`config.mk`:
```
export PLATFORM = sky130hd
export DESIGN_NAME = stream_demux_1_to_2
export DESIGN_NICKNAME = d
export VERILOG_FILES = /design/src/rtl/stream_demux_1_to_2.sv
export SDC_FILE = /design/constraint.sdc
export NUM_CORES = 1
export LEC_CHECK = 0
export CAP_MARGIN = 20
export CORE_ASPECT_RATIO = 0.5
export CORE_MARGIN = 4
export CORE_UTILIZATION = 36
export DETAILED_ROUTE_END_ITERATION = 10
export MAX_ROUTING_LAYER = met4
export PLACE_DENSITY_LB_ADDON = 0.05
export SETUP_SLACK_MARGIN = 0.2
export SLEW_MARGIN = 20
export SYNTH_ARGS = -nofsm -noshare
export SYNTH_HDL_FRONTEND = slang
export SYNTH_SLANG_ARGS = --single-unit
```
`constraint.sdc`:
```
create_clock -name Clk -period 1.7 [get_ports Clk]
set_input_delay 0.255 -clock Clk [delete_from_list [all_inputs] [get_ports Clk]]
set_output_delay 0.255 -clock Clk [all_outputs]
set_load 0.05 [all_outputs]
```
`src/rtl/stream_demux_1_to_2.sv`:
```
// Buffered 1-to-2 stream demux: each word is steered by In_Sel into a per-output FIFO, visible one cycle after acceptance.
// Backpressure: In_Ready drops only while the selected FIFO is full; a stalled consumer never blocks the other output.

module stream_demux_fifo #(
  parameter int WIDTH = 32,
  parameter int DEPTH = 2,
  localparam int AW = $clog2(DEPTH),
  localparam int CW = AW + 1
) (
  input  logic             clk,
  input  logic             rst_n,
  input  logic             wr_vld,
  input  logic [WIDTH-1:0] wr_dat,
  input  logic             rd_rdy,
  output logic             rd_vld,
  output logic [WIDTH-1:0] rd_dat,
  output logic             full,
  output logic [CW-1:0]    count
);

  logic [WIDTH-1:0] mem_q [DEPTH];
  logic [WIDTH-1:0] mem_d [DEPTH];
  logic [AW-1:0]    wr_ptr_q, wr_ptr_d;
  logic [AW-1:0]    rd_ptr_q, rd_ptr_d;
  logic [CW-1:0]    cnt_q, cnt_d;
  logic             wr_en, rd_en;

  // Full is judged on the pre-edge count, so a same-cycle pop never frees a slot early.
  assign full   = (cnt_q == CW'(DEPTH));
  assign rd_vld = (cnt_q != '0);
  assign rd_dat = rd_vld ? mem_q[rd_ptr_q] : '0;
  assign count  = cnt_q;
  assign wr_en  = wr_vld & ~full;
  assign rd_en  = rd_vld & rd_rdy;

  always_comb begin
    mem_d    = mem_q;
    wr_ptr_d = wr_ptr_q;
    rd_ptr_d = rd_ptr_q;
    cnt_d    = cnt_q;
    if (wr_en) begin
      mem_d[wr_ptr_q] = wr_dat;
      wr_ptr_d        = wr_ptr_q + AW'(1);
    end
    if (rd_en) begin
      rd_ptr_d = rd_ptr_q + AW'(1);
    end
    case ({wr_en, rd_en})
      2'b10:   cnt_d = cnt_q + CW'(1);
      2'b01:   cnt_d = cnt_q - CW'(1);
      default: cnt_d = cnt_q;
    endcase
  end

  always_ff @(posedge clk or negedge rst_n) begin
    if (!rst_n) begin
      for (int i = 0; i < DEPTH; i++) begin
        mem_q[i] <= '0;
      end
      wr_ptr_q <= '0;
      rd_ptr_q <= '0;
      cnt_q    <= '0;
    end else begin
      for (int i = 0; i < DEPTH; i++) begin
        mem_q[i] <= mem_d[i];
      end
      wr_ptr_q <= wr_ptr_d;
      rd_ptr_q <= rd_ptr_d;
      cnt_q    <= cnt_d;
    end
  end

endmodule

module stream_demux_1_to_2 #(
  parameter int WIDTH = 32,
  parameter int DEPTH = 2,
  localparam int CW = $clog2(DEPTH) + 1
) (
  input  logic             Clk,
  input  logic             Rst_n,
  input  logic [WIDTH-1:0] In_Data,
  input  logic             In_Sel,
  input  logic             In_Valid,
  output logic             In_Ready,
  output logic [WIDTH-1:0] Out0_Data,
  output logic             Out0_Valid,
  input  logic             Out0_Ready,
  output logic [WIDTH-1:0] Out1_Data,
  output logic             Out1_Valid,
  input  logic             Out1_Ready,
  output logic [CW-1:0]    Count0,
  output logic [CW-1:0]    Count1
);

  logic full0, full1;
  logic push0_vld, push1_vld;

  assign In_Ready  = In_Sel ? ~full1 : ~full0;
  assign push0_vld = In_Valid & ~In_Sel;
  assign push1_vld = In_Valid &  In_Sel;

  stream_demux_fifo #(.WIDTH(WIDTH), .DEPTH(DEPTH)) u_fifo0 (
    .clk    (Clk),
    .rst_n  (Rst_n),
    .wr_vld (push0_vld),
    .wr_dat (In_Data),
    .rd_rdy (Out0_Ready),
    .rd_vld (Out0_Valid),
    .rd_dat (Out0_Data),
    .full   (full0),
    .count  (Count0)
  );

  stream_demux_fifo #(.WIDTH(WIDTH), .DEPTH(DEPTH)) u_fifo1 (
    .clk    (Clk),
    .rst_n  (Rst_n),
    .wr_vld (push1_vld),
    .wr_dat (In_Data),
    .rd_rdy (Out1_Ready),
    .rd_vld (Out1_Valid),
    .rd_dat (Out1_Data),
    .full   (full1),
    .count  (Count1)
  );

endmodule

```
==> summary.md, run 1 <==
| Metric | Value |
|---|---|
| Outcome | `finished with violations` |
| Failing checks | `negative setup slack` |
| Post-route setup slack | `-0.1482 ns` |
| Period utilization | `108.7%` |
| R2r worst-path depth | `8` |
| I/O pin total | `109` |
| Vias in the first global route | `4491` |
| Post-synth EDFFs | `0` |
| Area contributors post-synth | `dfrtp_1, mux2_2, mux2i_1` |
| Clock latency on the worst-skew pair | `0.42 ns` |
| Inst Count DP | `785` |
| Most area-hungry cell type in the Yosys netlist | `dfrtp_1` |
| DR DRC count | `0` |
| Synth Register Bits | `136` |
| Share of layout cells above drive strength 1 | `62.42%` |
| Initial Utilization | `37.13%` |
| Ys flop type | `dfrtp_1` |
| Clock skew | `0.008177 ns` |
| Fillers | `1304` |
| Fin. max-slew vios | `0` |
| Final ANT Viol Nets | `0` |
| Sequential fraction of the synthesis area | `55.50%` |
| Synth cell count leaders | `dfrtp_1, mux2_2, nor2_1, mux2i_1, buf_2` |
| Mapped Nets | `491` |
| Reg-to-reg startpoint | `u_fifo1.count[0]$_DFFE_PN0P_` |
| Required time of the worst setup path | `1.44 ns` |
| CP startpoint kind | `register` |
| Flop2flop setup slack | `-0.10 ns` |
| Synthesized area per cell | `13.60 µm²` |
| Final TNS setup | `-9.820 ns` |
| Clock sinks | `136` |
| CTS root buffer | `clkbuf_16` |
| WS Path Type | `register to output pin` |
| Instance count of the mapped netlist | `451` |
| Most numerous cell in the Yosys netlist | `dfrtp_1` |
| Synth Cell Area | `6132 µm²` |
| RR Endpoint | `u_fifo1.mem_q[13]$_DFFE_PN0P_` |
| RSZ-0062 raised after global routing | `yes` |
| Pre-CTS setup slack | `-0.1742 ns` |
| Die area | `19310 µm²` |
| Slew headroom | `68.67%` |
| Initial antenna violation count | `0` |
| Min Tclk post-route | `1.848 ns` |
| Antenna Cells | `0` |
| TritonCTS buffer count | `17` |
| Yosys cell types | `28` |
| Max Cap Viol | `0` |
| Worst Path Arrival | `1.59 ns` |
| CTS tree | `built` |
| Grt ovf | `0` |
| Placer Congestion | `0.7015` |
| DP Wirelength | `9834 µm` |
| Worst Hold Class | `primary input to asynchronous set/reset pin` |
| Final setup viols | `147` |
| Synth top area share | `55.50%` |
| Largest net degree at the start of global routing | `46` |
| TritonRoute pass-1 iters | `6` |
| Bufs on Longest Clock Path | `2` |
| Fin. Hold Viols | `0` |
| 1st-iter DRT viols | `226` |
| Overall Global Routing Usage | `19.56%` |
| Crit-path max FO | `10` |
| Final WL | `18780 µm` |
| Core Area | `16520 µm²` |
| Vias per cell | `5.005` |
| # rows | `33` |
| # nets final | `663` |
| First-pass GRT wire length | `27170 µm` |
| Syn. warnings | `0` |
| Layout area overhead | `64.05%` |
| Actual slew at the worst max-slew pin | `0.4699 ns` |
| WL/cell | `21.76 µm` |
| # port buffers | `108` |
| H-Tree Depth | `4` |
| Chip height | `100.3 µm` |
| Worst-path clk slew | `0.07 ns` |
| Crit end category | `output pin` |
| Fmax | `541.1 MHz` |
| Die width | `192.6 µm` |
| Async S/R FF share, synth | `100.0%` |
| Vias | `4319` |
| Final Non-Filler Cells | `863` |
[area by class of cell]
type                    count  area [µm²]  area share (%)
flip-flops and latches    136        3411           33.91
clock inverters            13       110.1           1.095
clock buffers              19       442.9           4.403
repair buffers            180        2415           24.01
inverters                   2       15.01          0.1493
well taps                 227       284.0           2.823
multi-input cells         286        3382           33.62
[per-layer routing]
layer  vias to the layer above  part of all wire, %  routed length, µm  track usage [%]
met3                        16                  3.6                681            3.231
met4                         0                 0.79                148            4.272
met5                         -                    0                  0                -
met1                      2278                   52               9769            29.43
met2                        88                   44               8182            27.79
li1                       1937                    -                  -                -
[placed cells by master, fill, tap and decap left out, types with 2 or more instances in the layout]
master,netlist,routed
and2_4,0,2
buf_12,0,22
buf_16,0,12
buf_4,3,18
buf_6,2,74
buf_8,0,12
clkbuf_16,0,22
clkdlybuf4s50_1,0,36
clkinvlp_4,0,7
dfrtp_1,136,130
dfrtp_2,0,6
ha_4,0,2
inv_6,0,6
mux2_2,123,50
mux2_4,1,78
mux2i_1,64,38
mux2i_2,0,15
mux2i_4,0,11
nand2b_4,1,2
nor2_1,69,24
nor2_2,0,24
nor2_4,0,21
xnor2_1,6,2
xnor2_2,0,4
xor2_1,4,4
[stage by stage]
| step | hold slack, ns | cell area (µm²) | utilization, % |
|---|---|---|---|
| 6_report | 0.3309 | 10060 | 60.91 |
| 5_1_grt | 0.3568 | 10060 | 60.91 |
| 4_1_cts | 0.3465 | 9507 | 57.56 |
| 3_5_place_dp | 0.2206 | 7843 | 47.48 |
| 3_3_place_gp | 0.2224 | 7843 | 47.48 |
| 2_1_floorplan | -0.04059 | 6467 | - |
[how the worst max path moves through the flow]
stage	from	cells after the start	endpoint
after floorplan	u_fifo0.count[1]$_DFFE_PN0P_	7	u_fifo0.count[1]$_DFFE_PN0P_
after global placement	In_Sel	5	u_fifo0.mem_q[60]$_DFFE_PN0P_
after detailed placement	In_Sel	5	u_fifo0.mem_q[62]$_DFFE_PN0P_
after CTS	u_fifo1.count[1]$_DFFE_PN0P_	6	Out1_Data[23]
after global routing	u_fifo1.count[1]$_DFFE_PN0P_	6	Out1_Data[26]
final	u_fifo0.rd_ptr_q$_DFFE_PN0P_	4	Out0_Data[9]
[logic make-up (layout without fill, tap and decap cells)]
kind of cell | Yosys count | in the layout | share of synthesized area, %
AOI/OAI and AO/OA | 1 | 1 | 0.08154
and+or+nand+nor | 81 | 81 | 5.937
buffers and inverters | 29 | 214 | 2.632
xor gates and xnor gates | 10 | 10 | 1.428
DFF | 136 | 136 | 55.50
adders and majority gates | 2 | 2 | 0.4080
muxes | 192 | 192 | 34.01
[registers in the layout, indices dropped and copies added (netlist names)]
register	cells
u_fifo1.count	2
u_fifo0.wr_ptr_q	1
u_fifo1.wr_ptr_q	1
u_fifo0.count	2
u_fifo1.rd_ptr_q	1
u_fifo0.rd_ptr_q	1
u_fifo0.mem_q	64
u_fifo1.mem_q	64
[critical path, stage by stage, from the launching register on]
cell and delay (ns):
dfrtp_2 0.49, buf_12 0.19, mux2i_2 0.16, nor2_2 0.15
buf_6 0.18
[timing repair]
item / in CTS / in global routing
hold buffers: 1 / 0
gates cloned: 12 / 5
setup endpoints to repair: 141 / 202
resized for setup: 152 / 91
setup buffers: 23 / 5
endpoints found under the hold margin: 42 / 0
pin swaps: 18 / 11
Power of run 1 is not shown: default switching activity piles up to over one toggle a cycle in this logic, so the estimate is an artifact.
==> run 2, diff against run 1 <==
HOLD_SLACK_MARGIN = 0.05   (was default)
==> results of run 2 <==
The final DEF is identical to that of run 1; final timing and power are the same.
Power of run 2 is left out for the same reason.
